File: src/rtl/id_ex_stage.sv
// ID/EX pipeline register with load-use hazard detection, flush squash and hold freeze.
// Optional perf counters (bubbles/flushes) enabled by defining ID_EX_PERF_CNT_EN.
module id_ex_stage #(
   parameter int DATA_W = 16,
   parameter int REG_AW = 3
) (
   input  logic              clk,
   input  logic              reset,
   input  logic              id_valid,
   input  logic              id_alu_src,
   input  logic              id_mem_to_reg,
   input  logic              id_reg_write,
   input  logic              id_mem_read,
   input  logic              id_mem_write,
   input  logic              id_for_loop,
   input  logic [2:0]        id_branch,
   input  logic [3:0]        id_alu_op,
   input  logic [REG_AW-1:0] id_rs,
   input  logic [REG_AW-1:0] id_rt,
   input  logic [REG_AW-1:0] id_dest,
   input  logic              id_rs_used,
   input  logic              id_rt_used,
   input  logic [DATA_W-1:0] id_rs_data,
   input  logic [DATA_W-1:0] id_rt_data,
   input  logic [DATA_W-1:0] id_imm,
   input  logic [DATA_W-1:0] id_pc1,
   input  logic              ex_flush,
   input  logic              ex_hold,
   output logic              stall_id,
   output logic              ex_valid,
   output logic              ex_alu_src,
   output logic              ex_mem_to_reg,
   output logic              ex_reg_write,
   output logic              ex_mem_read,
   output logic              ex_mem_write,
   output logic              ex_for_loop,
   output logic [2:0]        ex_branch,
   output logic [3:0]        ex_alu_op,
   output logic [REG_AW-1:0] ex_rs,
   output logic [REG_AW-1:0] ex_rt,
   output logic [REG_AW-1:0] ex_dest,
   output logic [DATA_W-1:0] ex_rs_data,
   output logic [DATA_W-1:0] ex_rt_data,
   output logic [DATA_W-1:0] ex_imm,
   output logic [DATA_W-1:0] ex_pc1
`ifdef ID_EX_PERF_CNT_EN
   ,
   output logic [15:0]       perf_bubbles,
   output logic [15:0]       perf_flushes
`endif
);

   localparam int CTRL_W = 13;

   logic [CTRL_W-1:0] id_ctrl, ctrl_d, ctrl_q;
   logic              valid_d, valid_q;
   logic [REG_AW-1:0] rs_d, rs_q, rt_d, rt_q, dest_d, dest_q;
   logic [DATA_W-1:0] rs_data_d, rs_data_q, rt_data_d, rt_data_q;
   logic [DATA_W-1:0] imm_d, imm_q, pc1_d, pc1_q;
   logic              hz, load_bubble, load_id;

   assign id_ctrl = {id_alu_src, id_mem_to_reg, id_reg_write, id_mem_read,
                     id_mem_write, id_for_loop, id_branch, id_alu_op};

   assign {ex_alu_src, ex_mem_to_reg, ex_reg_write, ex_mem_read,
           ex_mem_write, ex_for_loop, ex_branch, ex_alu_op} = ctrl_q;
   assign ex_valid   = valid_q;
   assign ex_rs      = rs_q;
   assign ex_rt      = rt_q;
   assign ex_dest    = dest_q;
   assign ex_rs_data = rs_data_q;
   assign ex_rt_data = rt_data_q;
   assign ex_imm     = imm_q;
   assign ex_pc1     = pc1_q;

   // r0 is compared like any other register; decode never forwards from it here.
   assign hz = id_valid & valid_q & ex_mem_read &
               ((id_rs_used & (id_rs == dest_q)) | (id_rt_used & (id_rt == dest_q)));

   assign stall_id    = (hz | ex_hold) & ~ex_flush;
   assign load_bubble = ex_flush | (~ex_hold & hz);
   assign load_id     = ~ex_flush & ~ex_hold & ~hz;

   always_comb begin
      valid_d   = valid_q;
      ctrl_d    = ctrl_q;
      rs_d      = rs_q;
      rt_d      = rt_q;
      dest_d    = dest_q;
      rs_data_d = rs_data_q;
      rt_data_d = rt_data_q;
      imm_d     = imm_q;
      pc1_d     = pc1_q;
      if (load_bubble) begin
         valid_d   = 1'b0;
         ctrl_d    = '0;
         rs_d      = '0;
         rt_d      = '0;
         dest_d    = '0;
         rs_data_d = '0;
         rt_data_d = '0;
         imm_d     = '0;
         pc1_d     = '0;
      end else if (load_id) begin
         valid_d   = id_valid;
         ctrl_d    = id_valid ? id_ctrl : '0;
         rs_d      = id_rs;
         rt_d      = id_rt;
         dest_d    = id_dest;
         rs_data_d = id_rs_data;
         rt_data_d = id_rt_data;
         imm_d     = id_imm;
         pc1_d     = id_pc1;
      end
   end

   always_ff @(posedge clk) begin
      if (reset) begin
         valid_q   <= 1'b0;
         ctrl_q    <= '0;
         rs_q      <= '0;
         rt_q      <= '0;
         dest_q    <= '0;
         rs_data_q <= '0;
         rt_data_q <= '0;
         imm_q     <= '0;
         pc1_q     <= '0;
      end else begin
         valid_q   <= valid_d;
         ctrl_q    <= ctrl_d;
         rs_q      <= rs_d;
         rt_q      <= rt_d;
         dest_q    <= dest_d;
         rs_data_q <= rs_data_d;
         rt_data_q <= rt_data_d;
         imm_q     <= imm_d;
         pc1_q     <= pc1_d;
      end
   end

`ifdef ID_EX_PERF_CNT_EN
   logic [15:0] bub_cnt_q, flush_cnt_q;

   // Bubble count only when the hazard itself won; hold-frozen cycles are not bubbles.
   always_ff @(posedge clk) begin
      if (reset) begin
         bub_cnt_q   <= '0;
         flush_cnt_q <= '0;
      end else begin
         if (~ex_flush & ~ex_hold & hz & (bub_cnt_q != 16'hFFFF))
            bub_cnt_q <= bub_cnt_q + 16'd1;
         if (ex_flush & (flush_cnt_q != 16'hFFFF))
            flush_cnt_q <= flush_cnt_q + 16'd1;
      end
   end

   assign perf_bubbles = bub_cnt_q;
   assign perf_flushes = flush_cnt_q;
`endif

endmodule

File: config.mk
export PLATFORM = sky130hd
export DESIGN_NAME = id_ex_stage
export DESIGN_NICKNAME = d
export VERILOG_FILES = /design/src/rtl/id_ex_stage.sv
export SDC_FILE = /design/constraint.sdc
export NUM_CORES = 1
export LEC_CHECK = 0
export CAP_MARGIN = 5
export CORE_MARGIN = 2
export CORE_UTILIZATION = 40
export CTS_CLUSTER_DIAMETER = 150
export DETAILED_ROUTE_END_ITERATION = 8
export GPL_TIMING_DRIVEN = 1
export PLACE_DENSITY = 0.86
export RECOVER_POWER = 50
export SYNTH_ARGS = -nofsm -noshare
export SYNTH_HDL_FRONTEND = slang
export SYNTH_SLANG_ARGS = --single-unit
File: constraint.sdc
create_clock -name clk -period 4.5 [get_ports clk]
set_input_delay 0.9 -clock clk [delete_from_list [all_inputs] [get_ports clk]]
set_output_delay 0.9 -clock clk [all_outputs]
set_load 0.02 [all_outputs]
==> results.md, run 1 <==
- CP Launch Point: id_rs[0]
- Worst Path Required: 3600 ps
- Gpl congestion: 0.809
- Avg WL per Cell: 16.2 um
- Startpoint types: input port
- DIE AREA: 0.00927 mm2
- Register share of total power: 50.8%
- Hold Path End: ex_imm[15]$_SDFFE_PP0P_
- Clock-pin slew on the worst setup and hold paths: 80 ps
- Status: finished, final reports clean
- Synthesis-to-layout area growth: 58.6%
- Max Fclk: 272 MHz
- IO buf count: 180
- Post-synth cell types: 20
- Fillers: 673
- Initial Util: 41.5%
- LEAKAGE: 2.04 nW
- Mapped Nets: 505
- Number of setup violations in the final report: 0
- RSZ-0062 raised after global routing: no
- Pwr/cell area: 289 mW/mm2
- Max cap viols: 0
- Max-slew violation count: 0
- ANT cells: 0
- Worst Tran Pin Value: 1260 ps
- Net switching power: 0.385 mW
- I/O pin cnt: 181
- Max FO, Critical Path: 2
- R2r endpoint: ctrl_q[9]$_SDFFE_PP0P_
- CTS tree: built
- VDD IR max: 0.185 mV
- Rel. slew slack: 16.0%
- # rows: 33
- Sequential-to-total area share from yosys stat: 51.1%
- Synthesized cell area: 0.00341 mm2
- Post-place instance area: 0.00520 mm2
- First-pass GRT wire length: 16700 um
- Synth top area share: 51.1%
- Max incr delay on CP: 610 ps
- Synth top area cells: dfxtp_1, a21oi_1, nand3_1
- Hold path cells: 2
- Min-Delay Path Class: reg -> reg
- Logic pwr share: 13.5%
- Num CTS Buffers: 9
- Worst Path Buf+Inv: 2
- Reg2reg path depth: 6
- Antenna Nets Post-Route: 0
- Starting DRT DRC Count: 226
- Gr ovfl total: 0
- Total wire length: 10900 um
- Clock Skew: 10.8 ps
- Post-CTS sizing: 0
- CP max-delay cell: clkdlybuf4s50_1
- Min Tclk post-route: 3670 ps
- R2r startpoint: ex_dest[0]$_SDFFE_PP0P_
- Hold_sp: ex_imm[15]$_SDFFE_PP0P_
- Ratio of cells with drive above 1 in the final layout: 4.94%
- CTS Sinks: 87
- Root Driver: clkbuf_8
- Synth Instances: 412
- H-tree depth reported by CTS: 3
- Final hold violations: 0
- Die height: 96.3 um
- CTS max path bufs: 2
- Worst EP arrival: 2770 ps
- Worst skew pair latency: 350 ps
- # DRC: 0
- Vias: 3728
- Die Width: 96.3 um
- #FFs+latches synth: 87
- Cts hold-fix bufs: 0
- CP Cell Sequence: clkdlybuf4s50_1 > xnor2_1 > and4_1 > o21a_2 > nor2_1 > nor2_1 > clkdlybuf4s50_1
- Initial antenna violation count: 0
- 1st-pass router iterations: 4
- FF-to-FF setup slack: 1920 ps
- Tcrit/Tclk final: 81.6%
- Via density: 5.55
- Final instance area: 0.00541 mm2
- Crit path kind: in -> out
- Tot GR Track Use: 23.0%
- Post-synth top area cell: dfxtp_1
- Clock share of power: 35.7%
- Switching Fraction: 24.7%
- Count of nets after finishing: 655
- Dpl hpwl: 7250 um
- Avg Cell Area, Syn: 8.27 um2
- Core area: 0.00822 mm2
- Setup bufs post-CTS: 0
- Setup TNS: 0 ps
- Critical path endpoint category: output pin
- Syn. warnings: 0
- Crit path max-delay family: buffers and inverters
- Internal Power: 1.17 mW
- Vias in the first global route: 3475
- Pin count of the biggest net entering global routing: 87
flip-flops by register name, summed over array words and instances (netlist names):
name / cells
ctrl_q: 13
ex_rs_data: 16
ex_dest: 3
ex_pc1: 16
ex_rt: 3
ex_rt_data: 16
ex_imm: 16
ex_rs: 3
ex_valid: 1
cells in the mapped netlist:
cell type / n
nand2_1: 3
or2_1: 1
buf_4: 6
o21a_1: 1
dfxtp_1: 87
xnor2_1: 6
o21ai_4: 1
nor2_1: 4
o21ai_1: 39
and4_4: 1
nand4_1: 12
a31oi_1: 1
o21ai_2: 1
buf_2: 12
and3_1: 1
a21oi_1: 86
nand3_1: 74
and4_1: 1
o21ai_0: 46
clkbuf_1: 29
kinds of logic after synthesis:
logic type / after synthesis / share of synthesized area [%]
compound gates: 175 / 26.3
simple gates: 97 / 14.8
flops: 87 / 51.1
buf+inv: 47 / 6.28
xor+xnor: 6 / 1.54
metrics by stage:
step	hold slack (ps)	cells	util, %	power [mW]	worst slack [ps]
after floorplan	542	412	-	0.894	1500
after global placement	458	656	63.3	1.02	864
after detailed placement	466	656	63.3	1.03	853
after CTS	477	672	65.8	1.58	836
after global routing	500	672	65.8	1.63	770
final	474	672	65.8	1.56	828
power groups by stage:
stage | Clock [mW] | Sequential [mW] | Combinational (mW)
after detailed placement | 0 | 0.811 | 0.216
after global routing | 0.606 | 0.795 | 0.227
after global placement | 0 | 0.810 | 0.213
final | 0.556 | 0.793 | 0.211
after CTS | 0.571 | 0.793 | 0.218
after floorplan | 0 | 0.830 | 0.0643
per-layer routing:
metal	wire length, um	vias up	share of wire [%]	global-route usage [%]
met3	1020	18	9.4	7.91
met4	195	0	1.8	7.51
met1	4280	1773	39	28.0
met5	0	-	0	0
met2	5390	152	50	38.3
li1	-	1785	-	-
cells in the final DEF (no fill, tap or decap), drive strengths merged, types with 2 or more instances in the layout:
master and n:
nand4 12, dfxtp 87, a21oi 86, o21ai 87
xnor2 6, buf 6, and4 2, nand2 3
dlygate4sd3 87, inv 2, nand3 74, clkdlybuf4s50 93
nor2 4, clkinvlp 2, clkbuf 10
cell type report:
type                    instances  area [um2]  share of cell area (%)
clock buffers                  10         138                    2.55
flip-flops and latches         87        1740                    32.2
repair buffers                186        1860                    34.4
clock inverters                 6        67.6                    1.25
well taps                     105         131                    2.43
multi-input cells             278        1470                    27.2
worst register-to-register path, stage by stage, from the launching register on:
cell and delay (ps):
dfxtp_1 400, xnor2_1 150, and4_1 300, o21ai_4 90, o21ai_4 790, buf_4 590
a31oi_1 110
how the worst max path moves through the flow:
stage / endpoint / slack [ps] / depth (start not counted)
final: stall_id / 830 / 7
after detailed placement: stall_id / 850 / 7
after global routing: stall_id / 770 / 7
after floorplan: stall_id / 1500 / 7
after CTS: stall_id / 840 / 7
after global placement: stall_id / 860 / 7
Note: power is estimated with default switching activity, not from simulation.
==> run 2, diff against run 1 <==
- CORE_UTILIZATION: 40 -> 35
- PLACE_DENSITY: 0.86 -> 0.8
- clock period: 4.5 -> 3 ns (I/O delays scaled with it)
==> run 2 against run 1 <==
Net effect:
- critical path depth is the same
- global-route usage shrank 3.1 points
- power grew 56%
- clock-buffer cell count shrank 1
==> results.md, run 2 (synthesis results as in run 1) <==
- VDD IR max: 0.208 mV (+12%)
- RSZ-0062 raised after global routing: no
- Setup bufs post-CTS: 0 (unchanged)
- Status: finished, final reports clean
- Rel. slew slack: 45.5% (+29 points)
- CP max-delay cell: clkdlybuf4s50_1
- Via density: 5.25 (-5.4%)
- Net switching power: 0.597 mW (+55%)
- Pin count of the biggest net entering global routing: 88 (+1.1%)
- Max Fclk: 386 MHz
- Max incr delay on CP: 510 ps (-100 ps)
- LEAKAGE: 2.10 nW (+2.9%)
- Ratio of cells with drive above 1 in the final layout: 5.77% (+0.83 points)
- CP Cell Sequence: clkdlybuf4s50_1 > xnor2_1 > and4_4 > o21a_2 > nor2_1 > nor2_1 > dlymetal6s2s_1
- H-tree depth reported by CTS: 3 (unchanged)
- Internal Power: 1.83 mW (+56%)
- Starting DRT DRC Count: 197 (-13%)
- Non-Filler Instances: 705 (+4.9%)
- Startpoint types: input port
- 1st-pass router iterations: 4 (unchanged)
- Number of setup violations in the final report: 0 (unchanged)
- Gr ovfl total: 0 (unchanged)
- Worst skew pair latency: 360 ps (about the same)
- Commonest non-fill, non-tap cell in the layout: clkdlybuf4s50_1
- Placed insts: 689 (+5.0%)
- Antenna Nets Post-Route: 0 (unchanged)
- I/O pin cnt: 181 (unchanged)
- Critical path endpoint category: output pin
- Vias: 3701 (-0.72%)
- Clock-pin slew on the worst setup and hold paths: 80 ps (about the same)
- Final hold violations: 0 (unchanged)
- R2r startpoint: ex_dest[1]$_SDFFE_PP0P_
- Tot GR Track Use: 20.0% (-3.1 points)
- Worst Tran Pin Value: 818 ps (-442 ps)
- Clock share of power: 37.8% (+2.1 points)
- Most used cell, CP: nor2_1
- Count of nets after finishing: 660 (+0.76%)
- Crit path kind: in -> out
- Hold_sp: ex_pc1[15]$_SDFFE_PP0P_
- Avg WL per Cell: 15.5 um (-4.5%)
- Max-slew violation count: 0 (unchanged)
- Vias in the first global route: 3536 (+1.8%)
- Fillers: 880 (+31%)
- Reg2reg path depth: 6 (unchanged)
- Max cap viols: 0 (unchanged)
- Worst EP arrival: 1990 ps (-780 ps)
- CTS max path bufs: 2 (unchanged)
- Gpl congestion: 0.743 (-8.1%)
- Min Tclk post-route: 2590 ps
- Die height: 103 um (+6.6%)
- Initial antenna violation count: 0 (unchanged)
- Hold Path End: ex_pc1[15]$_SDFFE_PP0P_
- Min-Delay Path Class: reg -> reg
- Register share of total power: 48.9% (-1.9 points)
- Switching Fraction: 24.6% (-0.14 points)
- Logic pwr share: 13.2% (-0.3 points)
- CTS Sinks: 87 (unchanged)
- DIE AREA: 0.0105 mm2 (+14%)
- Tcrit/Tclk final: 86.4%
- Hold path cells: 2 (unchanged)
- Core area: 0.00959 mm2 (+17%)
- Max FO, Critical Path: 2 (unchanged)
- ANT cells: 0 (unchanged)
- # rows: 36 (+9.1%)
- Clock Skew: 18.8 ps (+8.06 ps)
- Die Width: 103 um (+6.6%)
- CTS tree: built
- IO buf count: 180 (unchanged)
- Root Driver: clkbuf_8
- FF-to-FF setup slack: 880 ps (-1040 ps)
- Initial Util: 35.5% (-6.0 points)
- R2r endpoint: ex_imm[9]$_SDFFE_PP0P_
- Total wire length: 10900 um (+0.21%)
- Dpl hpwl: 7120 um (-1.9%)
- Pwr/cell area: 441 mW/mm2 (+53%)
- Synthesis-to-layout area growth: 61.8%
- # DRC: 0 (unchanged)
- Worst Path Required: 2400 ps (-1200 ps)
- Cts hold-fix bufs: 0 (unchanged)
- Post-CTS sizing: 0 (unchanged)
- Num CTS Buffers: 9 (unchanged)
- Setup TNS: 0 ps (unchanged)
- Most frequent cells in the layout: clkdlybuf4s50_1, dfxtp_1, dlygate4sd3_1
- First-pass GRT wire length: 16900 um (+1.1%)
[run 2: changes by cell type in the layout (fill, tap and decap cells not counted), sizes merged]
cell,before,now
dlymetal6s2s,0,1
buf,6,11
clkbuf,10,9
inv,2,3
clkinvlp,2,1
bufinv,1,2
clkdlybuf4s50,93,92
[run 2: metrics by stage]
step | hold WS (ps) | setup slack [ps] | area, um2 | power, mW | utilization (%)
6_report | 477 | 407 | 5510 | 2.43 | 57.5
5_1_grt | 497 | 310 | 5510 | 2.53 | 57.5
4_1_cts | 480 | 7.14 | 5510 | 2.47 | 57.4
3_5_place_dp | 467 | 29.1 | 5290 | 1.55 | 55.1
3_3_place_gp | 459 | 8.93 | 5290 | 1.54 | 55.1
2_1_floorplan | 542 | 596 | 3410 | 1.34 | -
[run 2: worst max-delay path by stage]
stage                  start        to  depth (start not counted)
floorplan           id_rt[0]  stall_id                          7
global placement    id_rt[0]  stall_id                          7
detailed placement  id_rt[1]  stall_id                          7
CTS                 id_rt[2]  stall_id                          7
global route        id_rt[1]  stall_id                          7
finish              id_rt[2]  stall_id                          7
[run 2: final cells by class]
cell class / count / area, um2 / share of cell area, %
clock buffers: 9 / 124 / 2.25
flip-flops and latches: 87 / 1740 / 31.6
multi-input cells: 278 / 1470 / 26.6
repair buffers: 191 / 1910 / 34.7
well taps: 133 / 166 / 3.02
clock inverters: 7 / 103 / 1.86
[run 2: power groups by stage]
stage | clock [mW] | sequential (mW) | combinational [mW]
2_1_floorplan | 0 | 1.24 | 0.0964
3_3_place_gp | 0 | 1.22 | 0.324
3_5_place_dp | 0 | 1.22 | 0.328
4_1_cts | 0.952 | 1.19 | 0.330
5_1_grt | 0.990 | 1.19 | 0.346
6_report | 0.919 | 1.19 | 0.322
[run 2: per-layer routing]
metal | GRT usage [%] | up-vias | part of all wire [%]
li1 | - | 1795 | -
met1 | 24.5 | 1742 | 41
met2 | 33.0 | 147 | 48
met3 | 6.92 | 17 | 9.3
met4 | 6.26 | 0 | 1.7
met5 | 0 | - | 0
[run 2: worst max-delay path, delay by kind of cell]
kind	cells	cell delay [ps]
simple gates	3	360
xor+xnor	1	130
buf+inv	2	750
compound gates	1	160
